--- src/rtl/game_pkg.sv ---
// Shared types and geometry for the pipe game: round state encoding plus
// bird/pipe/screen constants used by the sequencer, position and collision blocks.
package game_pkg;

  typedef enum logic [1:0] {
    IDLE      = 2'd0,
    PLAYING   = 2'd1,
    DYING     = 2'd2,
    GAME_OVER = 2'd3
  } state_t;

  localparam int SCREEN_W_PX     = 640;
  localparam int BIRD_X_PX       = 100;
  localparam int PIPE_W_PX       = 50;
  localparam int TICK_DIV_DFLT   = 4;
  localparam int DEAD_TICKS_DFLT = 8;
  localparam int SCORE_W_DFLT    = 8;

  // Right edge of a pipe; 11 bits so a pipe near the screen edge cannot wrap.
  function automatic logic [10:0] pipe_right(input logic [9:0] px, input int w);
    return {1'b0, px} + 11'(w);
  endfunction

endpackage

--- src/rtl/game_sequencer_tick_gen.sv ---
// Frame tick divider: counts 0..TICK_DIV-1 while run is high and pulses tick
// on the last count; clear restarts the count from zero.
module tick_gen #(
  parameter int TICK_DIV = 4
) (
  input  logic clk,
  input  logic reset,
  input  logic clear,
  input  logic run,
  output logic tick
);

  localparam int CW = $clog2(TICK_DIV);
  localparam logic [CW-1:0] LAST = CW'(TICK_DIV - 1);

  logic [CW-1:0] tcnt_q, tcnt_d;

  always_comb begin
    tcnt_d = tcnt_q;
    if (clear) begin
      tcnt_d = '0;
    end else if (run) begin
      tcnt_d = (tcnt_q == LAST) ? '0 : tcnt_q + 1'b1;
    end
  end

  always_ff @(posedge clk or negedge reset) begin
    if (!reset) begin
      tcnt_q <= '0;
    end else begin
      tcnt_q <= tcnt_d;
    end
  end

  assign tick = run & (tcnt_q == LAST);

endmodule

--- src/rtl/game_sequencer.sv ---
// Round controller for the pipe game: round FSM, frame-rate enable to the
// position datapath, score counting as pipes pass the bird, and high score.
module game_sequencer
  import game_pkg::*;
#(
  parameter int TICK_DIV   = TICK_DIV_DFLT,
  parameter int BIRD_X     = BIRD_X_PX,
  parameter int PIPE_W     = PIPE_W_PX,
  parameter int DEAD_TICKS = DEAD_TICKS_DFLT,
  parameter int SCORE_W    = SCORE_W_DFLT
) (
  input  logic               clk,
  input  logic               reset,
  input  logic               start_button,
  input  logic               collided,
  input  logic [9:0]         pipe_x,
  output logic               enable,
  output logic               round_start,
  output logic [1:0]         state,
  output logic [SCORE_W-1:0] score,
  output logic [SCORE_W-1:0] high_score,
  output logic               game_over_led
);

  localparam int DW = $clog2(DEAD_TICKS + 1);
  localparam logic [DW-1:0]      DEAD_LAST = DW'(DEAD_TICKS - 1);
  localparam logic [SCORE_W-1:0] SCORE_MAX = '1;
  localparam logic [10:0]        BIRD_X_11 = 11'(BIRD_X);

  state_t state_q, state_d;

  logic               start_q;
  logic               press;
  logic               tick, tick_run, tick_clear;
  logic               enable_q, enable_d;
  logic               round_start_q, round_start_d;
  logic               passed_q, passed_d;
  logic [SCORE_W-1:0] score_q, score_d;
  logic [SCORE_W-1:0] high_q, high_d;
  logic [DW-1:0]      dcnt_q, dcnt_d;
  logic [10:0]        right;

  assign press      = start_button & ~start_q;
  assign tick_run   = (state_q == PLAYING) || (state_q == DYING);
  assign tick_clear = (state_d != state_q);

  tick_gen #(.TICK_DIV(TICK_DIV)) u_tick_gen (
    .clk   (clk),
    .reset (reset),
    .clear (tick_clear),
    .run   (tick_run),
    .tick  (tick)
  );

  always_ff @(posedge clk or negedge reset) begin
    if (!reset) begin
      state_q <= IDLE;
    end else begin
      state_q <= state_d;
    end
  end

  always_comb begin
    state_d = state_q;
    case (state_q)
      IDLE:      if (press) state_d = PLAYING;
      PLAYING:   if (collided) state_d = DYING;
      DYING:     if (tick && (dcnt_q == DEAD_LAST)) state_d = GAME_OVER;
      GAME_OVER: if (press) state_d = IDLE;
      default:   state_d = IDLE;
    endcase
  end

  always_comb begin
    enable_d      = 1'b0;
    round_start_d = 1'b0;
    game_over_led = 1'b0;
    score_d       = score_q;
    passed_d      = passed_q;
    high_d        = high_q;
    dcnt_d        = dcnt_q;
    right         = pipe_right(pipe_x, PIPE_W);
    case (state_q)
      IDLE: begin
        if (press) begin
          round_start_d = 1'b1;
          score_d       = '0;
          passed_d      = 1'b0;
        end
      end
      PLAYING: begin
        dcnt_d   = '0;
        enable_d = tick & ~collided;
        // pipe_x is only meaningful in the cycle the datapath is being advanced
        if (enable_q && !collided) begin
          if (right >= BIRD_X_11) begin
            passed_d = 1'b0;
          end else if (!passed_q) begin
            passed_d = 1'b1;
            if (score_q != SCORE_MAX) score_d = score_q + 1'b1;
          end
        end
      end
      DYING: begin
        if (tick) begin
          if (dcnt_q == DEAD_LAST) begin
            dcnt_d = '0;
            if (score_q > high_q) high_d = score_q;
          end else begin
            dcnt_d = dcnt_q + 1'b1;
          end
        end
      end
      GAME_OVER: game_over_led = 1'b1;
      default: ;
    endcase
  end

  always_ff @(posedge clk or negedge reset) begin
    if (!reset) begin
      start_q       <= 1'b0;
      enable_q      <= 1'b0;
      round_start_q <= 1'b0;
      passed_q      <= 1'b0;
      score_q       <= '0;
      high_q        <= '0;
      dcnt_q        <= '0;
    end else begin
      start_q       <= start_button;
      enable_q      <= enable_d;
      round_start_q <= round_start_d;
      passed_q      <= passed_d;
      score_q       <= score_d;
      high_q        <= high_d;
      dcnt_q        <= dcnt_d;
    end
  end

  assign enable      = enable_q;
  assign round_start = round_start_q;
  assign state       = state_q;
  assign score       = score_q;
  assign high_score  = high_q;

endmodule

--- config.mk ---
export PLATFORM = sky130hd
export DESIGN_NAME = game_sequencer
export DESIGN_NICKNAME = d
export VERILOG_FILES = /design/src/rtl/game_pkg.sv /design/src/rtl/game_sequencer_tick_gen.sv /design/src/rtl/game_sequencer.sv
export SDC_FILE = /design/constraint.sdc
export NUM_CORES = 1
export LEC_CHECK = 0
export BUFFER_PORTS_ARGS = -buffer_cell sky130_fd_sc_hd__buf_2
export CAP_MARGIN = 20
export CORE_ASPECT_RATIO = 0.6
export CORE_MARGIN = 5
export CORE_UTILIZATION = 30
export DETAILED_ROUTE_END_ITERATION = 16
export GPL_ROUTABILITY_DRIVEN = 0
export HOLD_SLACK_MARGIN = 0.06
export PLACE_DENSITY = 0.49
export SLEW_MARGIN = 20
export SYNTH_ARGS = -nofsm -noshare
export SYNTH_HDL_FRONTEND = slang
export SYNTH_HIERARCHICAL = 1
export SYNTH_SLANG_ARGS = --single-unit
--- constraint.sdc ---
create_clock -name clk -period 3.4 [get_ports clk]
set_input_delay 0.34 -clock clk [delete_from_list [all_inputs] [get_ports clk]]
set_output_delay 0.34 -clock clk [all_outputs]
set_load 0.05 [all_outputs]
==> impl_metrics.env, run 1 <==
export IMPL_drive_gt1_frac=0.262
export IMPL_root_buffer="clkbuf_8"
export IMPL_synthesis_area_mm2=0.00187
export IMPL_clk_pin_slew_worst_paths_ns=0.10
export IMPL_dpl_cell_area_mm2=0.00209
export IMPL_synth_fp_nets=219
export IMPL_p_leak_uw=0.00103
export IMPL_cp_max_fo=12
export IMPL_setup_violations=0
export IMPL_crit_required_ns=3.61
export IMPL_drv_cap=0
export IMPL_dp_hpwl_mm=3.10
export IMPL_hold_viol=0
export IMPL_ctsHoldBuffers=0
export IMPL_relSlewSlack=0.511
export IMPL_p_per_area_mw_per_mm2=471
export IMPL_overflow=0
export IMPL_synth_top_cells_by_area="dfrtp_1 38%, ha_1 11%, mux2_2 6.0%"
export IMPL_dieArea_mm2=0.00796
export IMPL_drc_errors=0
export IMPL_r2r_slack_ns=0.63
export IMPL_critPathTopFamily="compound AO/OA/AOI/OAI gates"
export IMPL_synth_area_leader_cell="dfrtp_1"
export IMPL_met3_length_um=254
export IMPL_m1WireLength_mm=2.31
export IMPL_fin_worst_skew_ns=0.0112
export IMPL_drv_slew=0
export IMPL_period_needed_ns=2.77
export IMPL_maxUsedRoutingLayer="met4"
export IMPL_cp_data_arrival_time_ns=2.98
export IMPL_grt_pass1_wl_mm=7.04
export IMPL_antenna_found_initial=0
export IMPL_avgSynthCellArea_um2=9.88
export IMPL_timing_rr_start="state[1]"
export IMPL_crit_chain="inv_1 > ha_1 > nand3b_2 > a2111o_1 > a211o_1 > or4_1 > a21oi_1"
export IMPL_fin_area_mm2=0.00215
export IMPL_clock_tree_htree_level_count=1
export IMPL_synthFlopType="dfrtp_1"
export IMPL_die_w_um=112
export IMPL_core_area_mm2=0.00608
export IMPL_fin_setup_tns_ns=0
export IMPL_grt_pass1_vias=1407
export IMPL_ctsResizeCount=0
export IMPL_tightest_slew_ns=0.728
export IMPL_drtIter0Drc=30
export IMPL_synth_top_area_frac=0.375
export IMPL_vias=1502
export IMPL_max_freq_mhz=361
export IMPL_outcome="completed"
export IMPL_post_cts_setup_buffers=0
export IMPL_max_stage_delay_ns=0.50
export IMPL_synth_seq_cells=28
export IMPL_grt_start_max_net_pins=29
export IMPL_clockBufferDepth=2
export IMPL_clk_latency_ns=0.28
export IMPL_synth_edf_count=0
export IMPL_io_pins=35
export IMPL_rsz0062_at_grt="no"
export IMPL_criticalPathCategory="reg -> reg"
export IMPL_worst_hold_slack_ns=0.0781
export IMPL_hold_path_class="in -> async"
export IMPL_critPathLaunchType="register"
export IMPL_num_rows=22
export IMPL_wl_per_cell_um=13.5
export IMPL_diodes=0
export IMPL_cts_sinks=28
export IMPL_start_util=0.307
export IMPL_end_kind="register"
export IMPL_viasPerCell=4.92
export IMPL_timing_final_crit_share=0.816
export IMPL_syn_inst=189
export IMPL_timing_rr_end="score[3]"
export IMPL_yosysMostFrequentCell="dfrtp_1"
export IMPL_wl_met2_mm=1.52
export IMPL_synthDistinctLibCells=49
export IMPL_yosysSeqAreaShare=0.375
export IMPL_async_flop_share=1.00
export IMPL_finalWirelength_mm=4.11
export IMPL_synth_common_cells="28 x dfrtp_1, 16 x ha_1, 16 x inv_1"
export IMPL_drtAntennaViolNets=0
export IMPL_path_buf_inv=1
export IMPL_slowest_stage="or4_1"
export IMPL_syn2layout_area_growth_pct=14.9
export IMPL_r2r_cells=7
export IMPL_portBuffers=33
export IMPL_numCtsBuffers=3
export IMPL_num_nets_final=252
export IMPL_yosys_warnings=6
export IMPL_cts_tree="done"
export IMPL_fp_dieH_um=71.1
export IMPL_first_pass_iters=4
export IMPL_peakVddDrop_mv=0.418
export IMPL_grt_use_total=0.108
[cell usage in the layout, fill, tap and decap left out, types with 4 or more instances in the layout]
cell type  netlist  layout
a21oi_1          9       9
buf_2            0      33
clkbuf_8         1       4
dfrtp_1         28      28
ha_1            16      16
inv_1           16      16
mux2_2          10      10
mux2i_1          5       5
nand2_1         12      12
nand2b_1         7       7
nand3_1          6       6
nand4_1          5       5
nor2_1           6       6
nor2b_1          4       4
o21ai_0          9       9
[layer usage]
metal / track usage / vias up
li1: - / 768
met1: 0.171 / 699
met2: 0.140 / 33
met3: 0.0368 / 2
met4: 0.0162 / 0
met5: 0 / -
[registers in the layout (all words and copies together) (netlist names)]
name	flops
round_start	1
u_tick_gen/tcnt_q	2
enable	1
passed_q	1
state	2
dcnt_q	4
high_score	8
score	8
start_q	1
[where the power goes]
part / switching [µW] / leakage (µW) / internal [µW]
logic: 268 / 0.000621 / 152
registers: 25.5 / 0.000384 / 355
clock network: 106 / 0.0000288 / 104
[per-stage QoR]
stage / util / setup slack [ns] / power, µW / std cells
floorplan: - / 0.624 / 738 / 189
global placement: 0.344 / 0.691 / 806 / 301
detailed placement: 0.344 / 0.661 / 807 / 301
CTS: 0.353 / 0.640 / 1020 / 305
global route: 0.353 / 0.442 / 1090 / 305
finish: 0.353 / 0.627 / 1010 / 305
[cells by family (layout without fill, tap and decap cells)]
logic type | after synthesis | after routing | share of synthesized area
xor+xnor | 1 | 1 | 0.00469
compound gates | 48 | 48 | 0.182
fa+ha+maj | 16 | 16 | 0.107
buf+inv | 22 | 54 | 0.0616
mux | 15 | 15 | 0.0871
simple gates | 59 | 59 | 0.183
flops | 28 | 28 | 0.375
[area by class of cell]
class	instances	area, µm²
flip-flops and latches	28	701
well taps	84	105
fillers	628	3940
multi-input cells	139	1050
inverters	16	60.1
clock buffers	4	55.1
repair buffers	34	173
[worst max-delay path by stage]
stage	start	endpoint	slack, ns	depth (start not counted)
global route	state[1]	score[3]	0.44	7
finish	state[1]	score[3]	0.63	7
global placement	state[1]	score[4]	0.69	7
floorplan	state[0]	score[2]	0.62	9
detailed placement	state[1]	score[3]	0.66	7
CTS	state[1]	score[3]	0.64	7
(Power assumes the default switching activity.)
==> inputs of run 2 (changes only) <==
==> constraint.sdc (replaced) <==
create_clock -name clk -period 2.87 [get_ports clk]
set_input_delay 0.287 -clock clk [delete_from_list [all_inputs] [get_ports clk]]
set_output_delay 0.287 -clock clk [all_outputs]
set_load 0.05 [all_outputs]
==> impl_metrics.env, run 2 (synthesis gave the netlist of run 1 again) <==
export IMPL_grt_start_max_net_pins=29
export IMPL_cp_data_arrival_time_ns=2.77
export IMPL_diodes=0
export IMPL_p_leak_uw=0.00110
export IMPL_r2r_slack_ns=0.31
export IMPL_hold_viol=0
export IMPL_crit_required_ns=3.08
export IMPL_critPathLaunchType="register"
export IMPL_drtAntennaViolNets=0
export IMPL_die_w_um=112
export IMPL_num_nets_final=263
export IMPL_start_util=0.307
export IMPL_period_needed_ns=2.56
export IMPL_syn2layout_area_growth_pct=20.3
export IMPL_grt_pass1_vias=1402
export IMPL_portBuffers=33
export IMPL_hold_path_class="in -> reg"
export IMPL_drive_gt1_frac=0.293
export IMPL_viasPerCell=4.82
export IMPL_fp_dieH_um=71.1
export IMPL_grtUsageMet3=0.0316
export IMPL_end_kind="register"
export IMPL_busiest_layer="met1"
export IMPL_root_buffer="clkbuf_8"
export IMPL_timing_final_crit_share=0.892
export IMPL_min_to="start_q"
export IMPL_peakVddDrop_mv=0.562
export IMPL_rsz0062_at_grt="no"
export IMPL_wl_per_cell_um=13.4
export IMPL_fin_worst_skew_ns=0.00493
export IMPL_core_area_mm2=0.00608
export IMPL_io_pins=35
export IMPL_clk_latency_ns=0.28
export IMPL_r2r_cells=7
export IMPL_timing_rr_end="score[4]"
export IMPL_hold_depth=1
export IMPL_grt_use_met2=0.139
export IMPL_fin_area_mm2=0.00225
export IMPL_clockBufferDepth=2
export IMPL_cts_sinks=28
export IMPL_grt_use_met1=0.188
export IMPL_numCtsBuffers=3
export IMPL_mostFrequentLayoutCells="33 x buf_2, 28 x dfrtp_1, 16 x inv_1, 16 x ha_1, 12 x nand2_1"
export IMPL_first_pass_iters=4
export IMPL_dp_hpwl_mm=3.29
export IMPL_max_freq_mhz=391
export IMPL_antenna_found_initial=0
export IMPL_dieArea_mm2=0.00796
export IMPL_min_from="start_button"
export IMPL_setup_violations=0
export IMPL_tightest_slew_ns=0.753
export IMPL_worst_hold_slack_ns=0.155
export IMPL_overflow=0
export IMPL_drv_cap=0
export IMPL_num_rows=22
export IMPL_grt_pass1_wl_mm=7.30
export IMPL_drv_slew=0
export IMPL_outcome="completed"
export IMPL_clock_tree_htree_level_count=1
export IMPL_drtIter0Drc=67
export IMPL_relSlewSlack=0.495
export IMPL_vias=1524
export IMPL_p_per_area_mw_per_mm2=581
export IMPL_clk_pin_slew_worst_paths_ns=0.10
export IMPL_pre_cts_slack_ns=0.346
export IMPL_timing_rr_start="state[0]"
export IMPL_final_common_cell="buf_2"
export IMPL_fin_setup_tns_ns=0
export IMPL_criticalPathCategory="reg -> reg"
export IMPL_finalWirelength_mm=4.22
export IMPL_drc_errors=0
export IMPL_cts_tree="done"
export IMPL_grt_use_total=0.112
export IMPL_fin_ws_ns=0.309
export IMPL_dpl_cell_area_mm2=0.00217
export IMPL_cp_max_fo=12
## run 2: what timing repair did
action,4_1_cts,5_1_grt
hold buffers,1,0
setup buffers,0,0
gates resized for setup,0,0
endpoints found under the setup margin,0,0
hold endpoints to repair,28,0
## run 2: worst max-delay path, cell delays in order, from the launching register on
cell and delay, ns:
dfrtp_1 0.45, inv_1 0.12, ha_1 0.25, nand2b_4 0.15, a2111o_1 0.42, a211o_1 0.43
or4_1 0.51, a21oi_1 0.15
## run 2: worst max-delay path by stage
stage                     endpoint  depth (start not counted)  slack [ns]     start
after CTS                 score[4]                          7        0.31  state[0]
after global routing      score[4]                          7        0.14  state[0]
after global placement    score[4]                          7        0.37  state[0]
after detailed placement  score[3]                          7        0.35  state[0]
after floorplan           score[2]                          9        0.09  state[0]
final                     score[4]                          7        0.31  state[0]
## run 2: power by group
part	switching, µW	internal [µW]
sequential	20.9	420
combinational	331	213
clock	133	187
## run 2: stage by stage
stage          utilization  total power (µW)  std cells
2_1_floorplan            -               874        189
3_3_place_gp         0.356               997        311
3_5_place_dp         0.356               994        311
4_1_cts              0.369              1330        316
5_1_grt              0.369              1410        316
6_report             0.369              1310        316
## run 2: layout make-up
type | instances | area, µm²
Sequential cell | 28 | 701
Clock buffer | 3 | 41.3
Multi-Input combinational cell | 139 | 1050
Timing Repair Buffer | 45 | 258
Fill cell | 632 | 3840
Inverter | 16 | 60.1
Clock inverter | 1 | 30.0
Tap cell | 84 | 105
## run 2: routing by layer
metal,part of all wire,vias up
li1,-,786
met1,0.59,707
met2,0.36,29
met3,0.052,2
met4,0.0014,0
met5,0,-
